[src/rtl/ps2_host_tx.sv]
// PS/2 host-to-device transmitter: inhibits the bus, sends start/8 data/odd parity/stop
// on device clock falling edges, then reads the device ACK bit. Watchdog aborts stalled transfers.
module ps2_host_tx #(
  parameter int INHIBIT_CYCLES = 5000,
  parameter int TIMEOUT_CYCLES = 1000000
) (
  input  logic       Clk,
  input  logic       Reset_n,
  input  logic [7:0] tx_data,
  input  logic       tx_start,
  input  logic       ps2_clk_in,
  input  logic       ps2_dat_in,
  output logic       ps2_clk_oe,
  output logic       ps2_dat_oe,
  output logic       tx_busy,
  output logic       tx_done,
  output logic       tx_error,
  output logic [2:0] o_dbg_state
);

  typedef enum logic [2:0] {
    S_IDLE     = 3'd0,
    S_INHIBIT  = 3'd1,
    S_SEND     = 3'd2,
    S_ACK      = 3'd3,
    S_WAIT_REL = 3'd4
  } state_t;

  localparam logic [19:0] INH_LAST  = 20'(INHIBIT_CYCLES - 1);
  localparam logic [19:0] INH_PRE   = 20'(INHIBIT_CYCLES - 2);
  localparam logic [19:0] WDOG_LAST = 20'(TIMEOUT_CYCLES - 1);

  state_t      r_state;
  logic [19:0] r_inh_cnt;
  logic [19:0] r_wdog;
  logic [3:0]  r_bit_idx;
  logic [7:0]  r_data;
  logic        r_parity;
  logic        r_clk_oe;
  logic        r_dat_oe;
  logic        r_busy;
  logic        r_done;
  logic        r_error;

  logic        r_clk_meta, r_clk_sync, r_clk_prev;
  logic        r_dat_meta, r_dat_sync;
  logic        w_clk_fall;

  always_ff @(posedge Clk or negedge Reset_n) begin
    if (!Reset_n) begin
      r_clk_meta <= 1'b1;
      r_clk_sync <= 1'b1;
      r_clk_prev <= 1'b1;
      r_dat_meta <= 1'b1;
      r_dat_sync <= 1'b1;
    end else begin
      r_clk_meta <= ps2_clk_in;
      r_clk_sync <= r_clk_meta;
      r_clk_prev <= r_clk_sync;
      r_dat_meta <= ps2_dat_in;
      r_dat_sync <= r_dat_meta;
    end
  end

  assign w_clk_fall = r_clk_prev & ~r_clk_sync;

  // Handshake: tx_start is sampled on a rising Clk edge only while tx_busy=0;
  // tx_data is captured on that same edge and ignored at all other times.
  always_ff @(posedge Clk or negedge Reset_n) begin
    if (!Reset_n) begin
      r_state   <= S_IDLE;
      r_inh_cnt <= '0;
      r_wdog    <= '0;
      r_bit_idx <= '0;
      r_data    <= '0;
      r_parity  <= 1'b0;
      r_clk_oe  <= 1'b0;
      r_dat_oe  <= 1'b0;
      r_busy    <= 1'b0;
      r_done    <= 1'b0;
      r_error   <= 1'b0;
    end else begin
      r_done  <= 1'b0;
      r_error <= 1'b0;
      case (r_state)
        S_IDLE: begin
          if (tx_start) begin
            r_data    <= tx_data;
            r_parity  <= ~^tx_data;
            r_inh_cnt <= '0;
            r_wdog    <= '0;
            r_bit_idx <= '0;
            r_clk_oe  <= 1'b1;
            r_dat_oe  <= 1'b0;
            r_busy    <= 1'b1;
            r_state   <= S_INHIBIT;
          end
        end
        S_INHIBIT: begin
          if (r_inh_cnt == INH_LAST) begin
            r_clk_oe  <= 1'b0;
            r_dat_oe  <= 1'b1;
            r_wdog    <= '0;
            r_bit_idx <= '0;
            r_state   <= S_SEND;
          end else begin
            r_inh_cnt <= r_inh_cnt + 20'd1;
            if (r_inh_cnt == INH_PRE) r_dat_oe <= 1'b1;
          end
        end
        S_SEND, S_ACK, S_WAIT_REL: begin
          // Watchdog spans the whole device-clocked phase and beats any edge event.
          if (r_wdog == WDOG_LAST) begin
            r_clk_oe <= 1'b0;
            r_dat_oe <= 1'b0;
            r_error  <= 1'b1;
            r_busy   <= 1'b0;
            r_state  <= S_IDLE;
          end else begin
            r_wdog <= r_wdog + 20'd1;
            if (r_state == S_SEND) begin
              if (w_clk_fall) begin
                r_bit_idx <= r_bit_idx + 4'd1;
                if (r_bit_idx <= 4'd7) begin
                  r_dat_oe <= ~r_data[r_bit_idx[2:0]];
                end else if (r_bit_idx == 4'd8) begin
                  r_dat_oe <= ~r_parity;
                end else begin
                  r_dat_oe <= 1'b0;
                  r_state  <= S_ACK;
                end
              end
            end else if (r_state == S_ACK) begin
              if (w_clk_fall) begin
                r_done  <= ~r_dat_sync;
                r_error <= r_dat_sync;
                r_state <= S_WAIT_REL;
              end
            end else begin
              if (r_clk_sync && r_dat_sync) begin
                r_busy  <= 1'b0;
                r_state <= S_IDLE;
              end
            end
          end
        end
        default: begin
          r_clk_oe <= 1'b0;
          r_dat_oe <= 1'b0;
          r_busy   <= 1'b0;
          r_state  <= S_IDLE;
        end
      endcase
    end
  end

  assign ps2_clk_oe  = r_clk_oe;
  assign ps2_dat_oe  = r_dat_oe;
  assign tx_busy     = r_busy;
  assign tx_done     = r_done;
  assign tx_error    = r_error;
  assign o_dbg_state = r_state;

endmodule

[config.mk]
export PLATFORM = sky130hd
export DESIGN_NAME = ps2_host_tx
export DESIGN_NICKNAME = d
export VERILOG_FILES = /design/src/rtl/ps2_host_tx.sv
export SDC_FILE = /design/constraint.sdc
export NUM_CORES = 1
export LEC_CHECK = 0
export ABC_AREA = 1
export CAP_MARGIN = 20
export CORE_MARGIN = 1
export CORE_UTILIZATION = 30
export DETAILED_ROUTE_END_ITERATION = 10
export PLACE_DENSITY_LB_ADDON = 0.05
export SLEW_MARGIN = 10
export SYNTH_ARGS = -nofsm -noshare
export SYNTH_HDL_FRONTEND = slang
export SYNTH_SLANG_ARGS = --single-unit
[constraint.sdc]
create_clock -name Clk -period 2.45 [get_ports Clk]
set_input_delay 0.49 -clock Clk [delete_from_list [all_inputs] [get_ports Clk]]
set_output_delay 0.49 -clock Clk [all_outputs]
set_load 0.005 [all_outputs]
==> flow_metrics.tcl, run 1 <==
set metrics [dict create \
    final_common_cell "nand2_1" \
    fp.dieW_um 116.7 \
    slew_headroom 0.5951 \
    fin_crit_sh 0.8626 \
    multiInputGateArea_um2 2006 \
    hold_violations 0 \
    synth.distinct_cells 34 \
    final_util 0.3632 \
    hold_buffers 0 \
    tns_ns 0 \
    power_leakage_nw 1.960 \
    peakVddDrop_mv 0.3894 \
    antenna_cells 0 \
    rows 41 \
    ys_seq_area_frac 0.4197 \
    syn_area_um2 3950 \
    nFillCells 1417 \
    r2r_slack_ns 0.34 \
    ys_seq_elements 66 \
    drtPass1Iterations 5 \
    antenna_found_initial 0 \
    drt_iter0_markers 176 \
    ios 21 \
    fin_nets 562 \
    clock-sinks 66 \
    via_count 3478 \
    drive_gt1_frac 0.1002 \
    die_y_um 116.7 \
    cts_resized 0 \
    cts_inserted_buffers 9 \
    whs_ns 0.1661 \
    avgSynthCellArea_um2 7.626 \
    yosys_warnings 0 \
    syn_inst 518 \
    skew_ns 0.008550 \
    vias_per_cell 4.824 \
    rsz0062_at_grt "false" \
    cts_root_buffer "clkbuf_16" \
    cts_tree "built" \
    insertion_delay_ns 0.34 \
    grt_overflow 0 \
    drc_errors 0 \
    clk_pin_slew_ns 0.05 \
    max_clock_freq_mhz 473.2 \
    seqCellArea_um2 1658 \
    crit_fanout 7 \
    worstSetupPathType "register to register" \
    area_growth_pct 16.98 \
    final_area_um2 4621 \
    dieArea_um2 13630 \
    mostFrequentLayoutCells "nand2_1, nor2_1, dfrtp_1, inv_1, nand3_1" \
    cp_slowest_stage_delay_ns 0.48 \
    wl_per_cell_um 14.01 \
    worstPathArrival_ns 2.34 \
    grt_pass1_wl_mm 17.00 \
    first_global_vias 3299 \
    finalSetupViolations 0 \
    cp_slowest_cell "dfrtp_1" \
    gp_congestion 0.8078 \
    worstMarginPinSlew_ns 0.6066 \
    ant_nets 0 \
    maxSlewViolCount 0 \
    cts_buffer_depth 2 \
    cp-start-kind "register" \
    worst_setup_path_end_kind "register" \
    cp_cell_sequence "ha_1 -> nand3_1 -> nor2_2 -> nand3_2 -> nand3_1 -> nand2_1 -> nor2_1 -> nand2_1 -> nand2_1 -> nand2_1" \
    min_path_type "input pin to async pin" \
    crit_top_cell "nand2_1" \
    syn_nets 536 \
    io_buffers 20 \
    track_usage 0.1671 \
    cts_max_level 3 \
    placed_cell_area_um2 4339 \
    r2r_cells 10 \
    power_mw 4.607 \
    wirelength_mm 10.10 \
    grt_max_degree 67 \
    status "completed" \
    cts_setup_buffers 0 \
    power_density_nw_per_um2 996.9 \
    coreArea_um2 12720 \
    cap_violations 0 \
    worstReg2RegEnd "o_dbg_state[0]$_DFFE_PN0P_" \
    start_util 0.3105 \
    rr_startpoint "r_wdog[0]$_DFFE_PN0P_" \
    cp.required_ns 2.67 \
    layout_min_cycle_time_ns 2.113 \
    dp.final_hpwl_mm 7.232 \
]
==> worst max-delay path, delay by kind of cell, from the launching register on <==
| kind | cells | cell delay [ns] |
|---|---|---|
| flops | 1 | 0.48 |
| simple gates | 9 | 1.18 |
| fa+ha+maj | 1 | 0.34 |
==> final cells by class <==
class,count,share of cell area
multi-input combinational,384,0.4341
sequential,66,0.3588
clock buffer,16,0.06093
timing repair buffer,24,0.05145
inverter,59,0.04820
tap,172,0.04657
==> metrics by stage <==
stage | cells | setup WS [ns]
2_1_floorplan | 518 | 0.7164
3_3_place_gp | 705 | 0.3662
3_5_place_dp | 705 | 0.3514
4_1_cts | 721 | 0.3200
5_1_grt | 721 | 0.1167
6_report | 721 | 0.3367
==> how the worst max path moves through the flow <==
stage / startpoint / end / slack, ns / cells after the start
after global placement: r_wdog[0]$_DFFE_PN0P_ / o_dbg_state[0]$_DFFE_PN0P_ / 0.37 / 10
final: r_wdog[0]$_DFFE_PN0P_ / o_dbg_state[0]$_DFFE_PN0P_ / 0.34 / 10
after CTS: r_wdog[0]$_DFFE_PN0P_ / o_dbg_state[0]$_DFFE_PN0P_ / 0.32 / 10
after floorplan: r_wdog[0]$_DFFE_PN0P_ / r_wdog[6]$_DFFE_PN0P_ / 0.72 / 9
after global routing: r_wdog[0]$_DFFE_PN0P_ / o_dbg_state[0]$_DFFE_PN0P_ / 0.12 / 10
after detailed placement: r_wdog[0]$_DFFE_PN0P_ / o_dbg_state[0]$_DFFE_PN0P_ / 0.35 / 10
==> metal layers <==
| metal | share of wire | wire, um | up-vias | GRT usage |
|---|---|---|---|---|
| met4 | 0.028 | 281 | 0 | 0.08861 |
| met2 | 0.42 | 4268 | 68 | 0.2426 |
| met5 | 0 | 0 | - | 0 |
| met3 | 0.035 | 350 | 18 | 0.02698 |
| met1 | 0.51 | 5200 | 1640 | 0.2372 |
| li1 | - | - | 1752 | - |
==> synthesized netlist by cell type, drive strengths merged <==
cell type | instances | share of area
dfrtp | 61 | 0.39
o31ai | 1 | 0.0019
xor2 | 21 | 0.047
nand3 | 53 | 0.068
o22ai | 12 | 0.019
nor2 | 69 | 0.071
or2 | 1 | 0.0016
nand3b | 2 | 0.0048
o211ai | 1 | 0.0019
inv | 58 | 0.055
mux2 | 4 | 0.011
nor3 | 17 | 0.022
o21ai | 41 | 0.061
and3 | 2 | 0.0032
buf | 4 | 0.011
xnor2 | 8 | 0.018
clkinv | 1 | 0.0013
nand2 | 120 | 0.12
nand4 | 15 | 0.024
ha | 5 | 0.016
a21oi | 12 | 0.016
dfstp | 5 | 0.033
clkbuf | 5 | 0.0048
==> report_power, final <==
part	internal, mW	total (mW)	switching [mW]
logic	0.594	1.70	1.11
clock network	0.770	1.24	0.467
registers	1.37	1.67	0.295
==> state kept, by name, summed over array words and instances, names as in the netlist <==
signal	cells
r_clk_meta	1
tx_done	1
o_dbg_state	3
r_bit_idx	4
r_clk_prev	1
r_parity	1
ps2_dat_oe	1
r_dat_sync	1
r_inh_cnt	20
ps2_clk_oe	1
r_dat_meta	1
tx_busy	1
r_data	8
r_wdog	20
r_clk_sync	1
tx_error	1
==> kinds of logic (layout without fill, tap and decap cells) <==
| group | count (synthesis) | count (layout) | share of synthesized area |
|---|---|---|---|
| muxes | 4 | 4 | 0.01140 |
| adders and majority gates | 5 | 5 | 0.01584 |
| AOI/OAI and AO/OA | 67 | 67 | 0.1004 |
| buffers and inverters | 68 | 99 | 0.07254 |
| and+or+nand+nor | 279 | 279 | 0.3158 |
| xor gates and xnor gates | 29 | 29 | 0.06430 |
| DFF | 66 | 66 | 0.4197 |
No activity file was read; power rests on OpenSTA's default activity.
==> inputs of run 2 (changes only) <==
--- a/config.mk
+++ b/config.mk
@@ -8,7 +8,7 @@
 export ABC_AREA = 1
 export CAP_MARGIN = 20
 export CORE_MARGIN = 1
-export CORE_UTILIZATION = 30
+export CORE_UTILIZATION = 45
 export DETAILED_ROUTE_END_ITERATION = 10
 export PLACE_DENSITY_LB_ADDON = 0.05
 export SLEW_MARGIN = 10
==> flow_metrics.tcl, run 2 (synthesis results as in run 1) <==
set metrics [dict create \
    grt_max_degree 27 \
    cts_tree "built" \
    status "completed" \
    worst_setup_path_end_kind "register" \
    area_growth_pct 13.97 \
    crit_fanout 26 \
    worstSetupPathType "register to register" \
    gp_congestion 0.8521 \
    cts_root_buffer "clkbuf_8" \
    wirelength_mm 9.169 \
    drtPass1Iterations 5 \
    worstPathArrival_ns 2.27 \
    final_common_cell "nand2_1" \
    tns_ns 0 \
    layout_min_cycle_time_ns 1.998 \
    skew_ns 0.009427 \
    ios 21 \
    hold_buffers 0 \
    hold_violations 0 \
    wl_per_cell_um 14.00 \
    dieArea_um2 9157 \
    track_usage 0.2216 \
    cp.required_ns 2.72 \
    fin_nets 563 \
    max_clock_freq_mhz 500.5 \
    antenna_cells 0 \
    dp.cells 639 \
    mostFrequentLayoutCells "nand2_1, nor2_1, dfrtp_1, inv_1, nand3_1" \
    fin_crit_sh 0.8155 \
    reg_top3 "r_inh_cnt x20, r_wdog x20, r_data x8" \
    io_buffers 20 \
    cts_max_level 3 \
    power_leakage_nw 1.941 \
    via_count 3455 \
    insertion_delay_ns 0.34 \
    first_global_vias 3225 \
    drt_iter0_markers 186 \
    antenna_found_initial 0 \
    stdcell_count 655 \
    fp.dieW_um 95.69 \
    slew_headroom 0.6146 \
    cts_buffer_depth 2 \
    drive_gt1_frac 0.1091 \
    power_density_nw_per_um2 994.3 \
    grt_pass1_wl_mm 15.39 \
    clock-sinks 66 \
    drc_errors 0 \
    rsz0062_at_grt "false" \
    die_y_um 95.69 \
    cts_resized 0 \
    cts_inserted_buffers 9 \
    finalSetupViolations 0 \
    start_util 0.4736 \
    dp.final_hpwl_mm 6.725 \
    rows 33 \
    min_path_type "input pin to async pin" \
    peakVddDrop_mv 0.4431 \
    cp-start-kind "register" \
    worstMarginPinSlew_ns 0.5775 \
    coreArea_um2 8341 \
    cap_violations 0 \
    grt_overflow 0 \
    vias_per_cell 5.275 \
    maxSlewViolCount 0 \
    clk_pin_slew_ns 0.08 \
    cts_setup_buffers 0 \
    ant_nets 0 \
]
## run 2: critical path, stage by stage, from the launching register on
cell and delay, ns:
dfrtp_1 0.44, ha_1 0.26, nand3_1 0.09, nor2_1 0.14, nand3b_2 0.14, nand2_4 0.15, nand2_4 0.11, nor2_8 0.38
nand2_1 0.12, o21ai_2 0.07
## run 2: power by group
group | leakage (nW) | switching [mW] | internal [mW] | total (mW)
combinational | 0.960 | 1.09 | 0.591 | 1.68
clock | 0.119 | 0.451 | 0.706 | 1.16
sequential | 0.862 | 0.275 | 1.37 | 1.64
## run 2: worst paths after layout
check	slack, ns	depth (start not counted)	end	from
worst max-delay path	0.45	9	r_wdog[5]$_DFFE_PN0P_	r_inh_cnt[0]$_DFFE_PN0P_
worst max register to register	0.45	9	r_wdog[5]$_DFFE_PN0P_	r_inh_cnt[0]$_DFFE_PN0P_
worst min-delay path	0.13	1	tx_error$_DFF_PN0_	Reset_n
max in group asynchronous	1.55	2	tx_busy$_DFFE_PN0P_	Reset_n
min in group Clk	0.36	0	r_dat_sync$_DFF_PN1_	r_dat_meta$_DFF_PN1_
worst min register to register	0.36	0	r_dat_sync$_DFF_PN1_	r_dat_meta$_DFF_PN1_
## run 2: per-stage QoR
step | hold WS, ns | util | area, um^2 | total power [mW] | setup WS, ns
5_1_grt | 0.1658 | 0.5398 | 4502 | 4.818 | 0.2784
6_report | 0.1304 | 0.5398 | 4502 | 4.476 | 0.4521
3_3_place_gp | 0.3461 | 0.5096 | 4250 | 3.314 | 0.5424
3_5_place_dp | 0.3494 | 0.5096 | 4250 | 3.339 | 0.4721
4_1_cts | 0.1392 | 0.5398 | 4502 | 4.519 | 0.4618
2_1_floorplan | 0.1944 | - | 3950 | 2.900 | 0.7164
## run 2: area by class of cell
type	count	area, um^2
inverter	59	222.7
sequential	66	1658
tap	105	131.4
clock inverter	6	113.9
fill	814	3839
timing repair buffer	25	232.7
multi-input combinational	384	2006
clock buffer	10	137.6
## run 2: metal layers
layer	routed length, um	track usage	vias up
met5	0	0	-
met4	78	0.05597	0
met3	364	0.05687	6
met2	4368	0.3726	83
met1	4358	0.2841	1609
li1	-	-	1757
==> inputs of run 3 (changes only) <==
==> constraint.sdc (replaced) <==
create_clock -name Clk -period 2.05 [get_ports Clk]
set_input_delay 0.41 -clock Clk [delete_from_list [all_inputs] [get_ports Clk]]
set_output_delay 0.41 -clock Clk [all_outputs]
set_load 0.005 [all_outputs]
==> flow_metrics.tcl, run 3 (synthesis results as in run 1) <==
set metrics [dict create \
    cap_violations 0 \
    dieArea_um2 9157 \
    critPathBufInv 1 \
    wl_per_cell_um 14.29 \
    power_frac_comb 0.429 \
    tns_ns 0 \
    final_area_um2 4573 \
    drt_iter0_markers 131 \
    worstSetupPathType "register to register" \
    hold_buffers 0 \
    power_density_nw_per_um2 1169 \
    cp_cell_sequence "ha_1 -> nand3_1 -> nor2_2 -> nand4_1 -> nand2_2 -> nor2_4 -> buf_4 -> nand2_1 -> o21ai_2" \
    drive_gt1_frac 0.1268 \
    cpLargestDelayFamily "simple AND/OR/NAND/NOR gates" \
    worst_setup_path_end_kind "register" \
    cts_max_level 3 \
    cp_slowest_stage_delay_ns 0.37 \
    antenna_found_initial 0 \
    cts_buffer_depth 2 \
    switching_share 0.4194 \
    cts_inserted_buffers 9 \
    cts_tree "built" \
    coreArea_um2 8341 \
    finalSetupViolations 0 \
    io_buffers 20 \
    clk_pin_slew_ns 0.08 \
    pwr-share-clk 0.208 \
    cts_root_buffer "clkbuf_8" \
    die_y_um 95.69 \
    power_leakage_nw 1.977 \
    grt_pass1_wl_mm 16.18 \
    drc_errors 0 \
    ios 21 \
    fp.dieW_um 95.69 \
    layout_min_cycle_time_ns 1.846 \
    maxSlewViolCount 0 \
    antenna_cells 0 \
    vias_per_cell 5.338 \
    hold_violations 0 \
    min_path_type "input pin to async pin" \
    status "completed" \
    grt_overflow 0 \
    grt_max_degree 27 \
    post-place-ws_ns 0.1394 \
    placed_cell_area_um2 4318 \
    fin_crit_sh 0.9003 \
    drtPass1Iterations 5 \
    clock-sinks 66 \
    p_int_mw 3.105 \
    first_global_vias 3357 \
    slew_headroom 0.6069 \
    reg_top3 "r_inh_cnt x20, r_wdog x20, r_data x8" \
    peakVddDrop_mv 0.5718 \
    cp-start-kind "register" \
    track_usage 0.2315 \
    fin_ws_ns 0.2043 \
    p_sw_mw 2.243 \
    seqPwrFrac 0.363 \
    cp_slowest_cell "dfrtp_1" \
    ant_nets 0 \
    worstMarginPinSlew_ns 0.5897 \
    insertion_delay_ns 0.35 \
    fin_nets 573 \
    rsz0062_at_grt "false" \
    skew_ns 0.01192 \
    worstPathArrival_ns 2.08 \
    final_common_cell "nand2_1" \
    rows 33 \
    area_growth_pct 15.77 \
    gp_congestion 0.9188 \
    crit_fanout 5 \
    cp.required_ns 2.29 \
    max_clock_freq_mhz 541.8 \
    mostFrequentLayoutCells "nand2_1, nor2_1, dfrtp_1, inv_1, nand3_1" \
    start_util 0.4736 \
    via_count 3550 \
    wirelength_mm 9.500 \
    dp.final_hpwl_mm 6.788 \
]
run 3: changes by cell type in the layout (fill, tap and decap cells not counted), sizes merged:
cell and change:
buf +9, bufinv -2, clkinv +1, clkinvlp +1, nor2 +1
run 3: power by group through the flow:
stage	sequential [mW]	combinational, mW	clock, mW
final	1.94	2.29	1.11
after global routing	1.99	2.57	1.22
after CTS	1.94	2.12	1.15
after detailed placement	1.96	2.11	0
after global placement	1.95	2.08	0
after floorplan	1.89	1.58	0
run 3: worst reg2reg max path, stage by stage (launching register included):
cell     delay (ns)
dfrtp_1        0.37
ha_1           0.18
nand3_1        0.11
nor2_2         0.24
nand4_1        0.24
nand2_2        0.26
nor2_4         0.09
buf_4          0.15
nand2_1        0.07
o21ai_2        0.05
run 3: repair_timing:
item | 4_1_cts | 5_1_grt
setup buffers | 0 | 5
setup endpoints to repair | 0 | 15
resized for setup | 0 | 1
run 3: worst paths after layout:
path | startpoint | endpoint | slack (ns) | cells past startpoint
max in group asynchronous | Reset_n | r_clk_prev$_DFF_PN1_ | 1.39 | 2
worst min-delay path | Reset_n | r_bit_idx[0]$_DFFE_PN0P_ | 0.07 | 1
worst max register to register | r_wdog[1]$_DFFE_PN0P_ | r_wdog[14]$_DFFE_PN0P_ | 0.20 | 9
min in group Clk | r_clk_meta$_DFF_PN1_ | r_clk_sync$_DFF_PN1_ | 0.36 | 0
worst min register to register | r_clk_meta$_DFF_PN1_ | r_clk_sync$_DFF_PN1_ | 0.36 | 0
worst max-delay path | r_wdog[1]$_DFFE_PN0P_ | r_wdog[14]$_DFFE_PN0P_ | 0.20 | 9
run 3: metal layers:
metal  share of wire  global-route usage  vias to the layer above
met4           0.017             0.08209                        0
met2            0.47              0.3738                       94
met5               0                   0                        -
li1                -                   -                     1776
met1            0.46              0.3097                     1666
met3           0.046             0.04423                       14
run 3: final cells by class:
class | count | area, um^2
Inverter | 59 | 222.7
Timing Repair Buffer | 34 | 337.8
Clock buffer | 10 | 137.6
Fill cell | 809 | 3767
Clock inverter | 6 | 66.31
Sequential cell | 66 | 1658
Tap cell | 105 | 131.4
Multi-Input combinational cell | 385 | 2019
run 3: per-stage QoR:
stage                     power (mW)    util  hold slack, ns  cells
final                          5.348  0.5483         0.06816    665
after global routing           5.777  0.5483         0.08018    665
after CTS                      5.209  0.5422         0.06934    659
after detailed placement       4.068  0.5177          0.3481    643
after global placement         4.036  0.5177          0.3474    643
after floorplan                3.466       -          0.1144    518
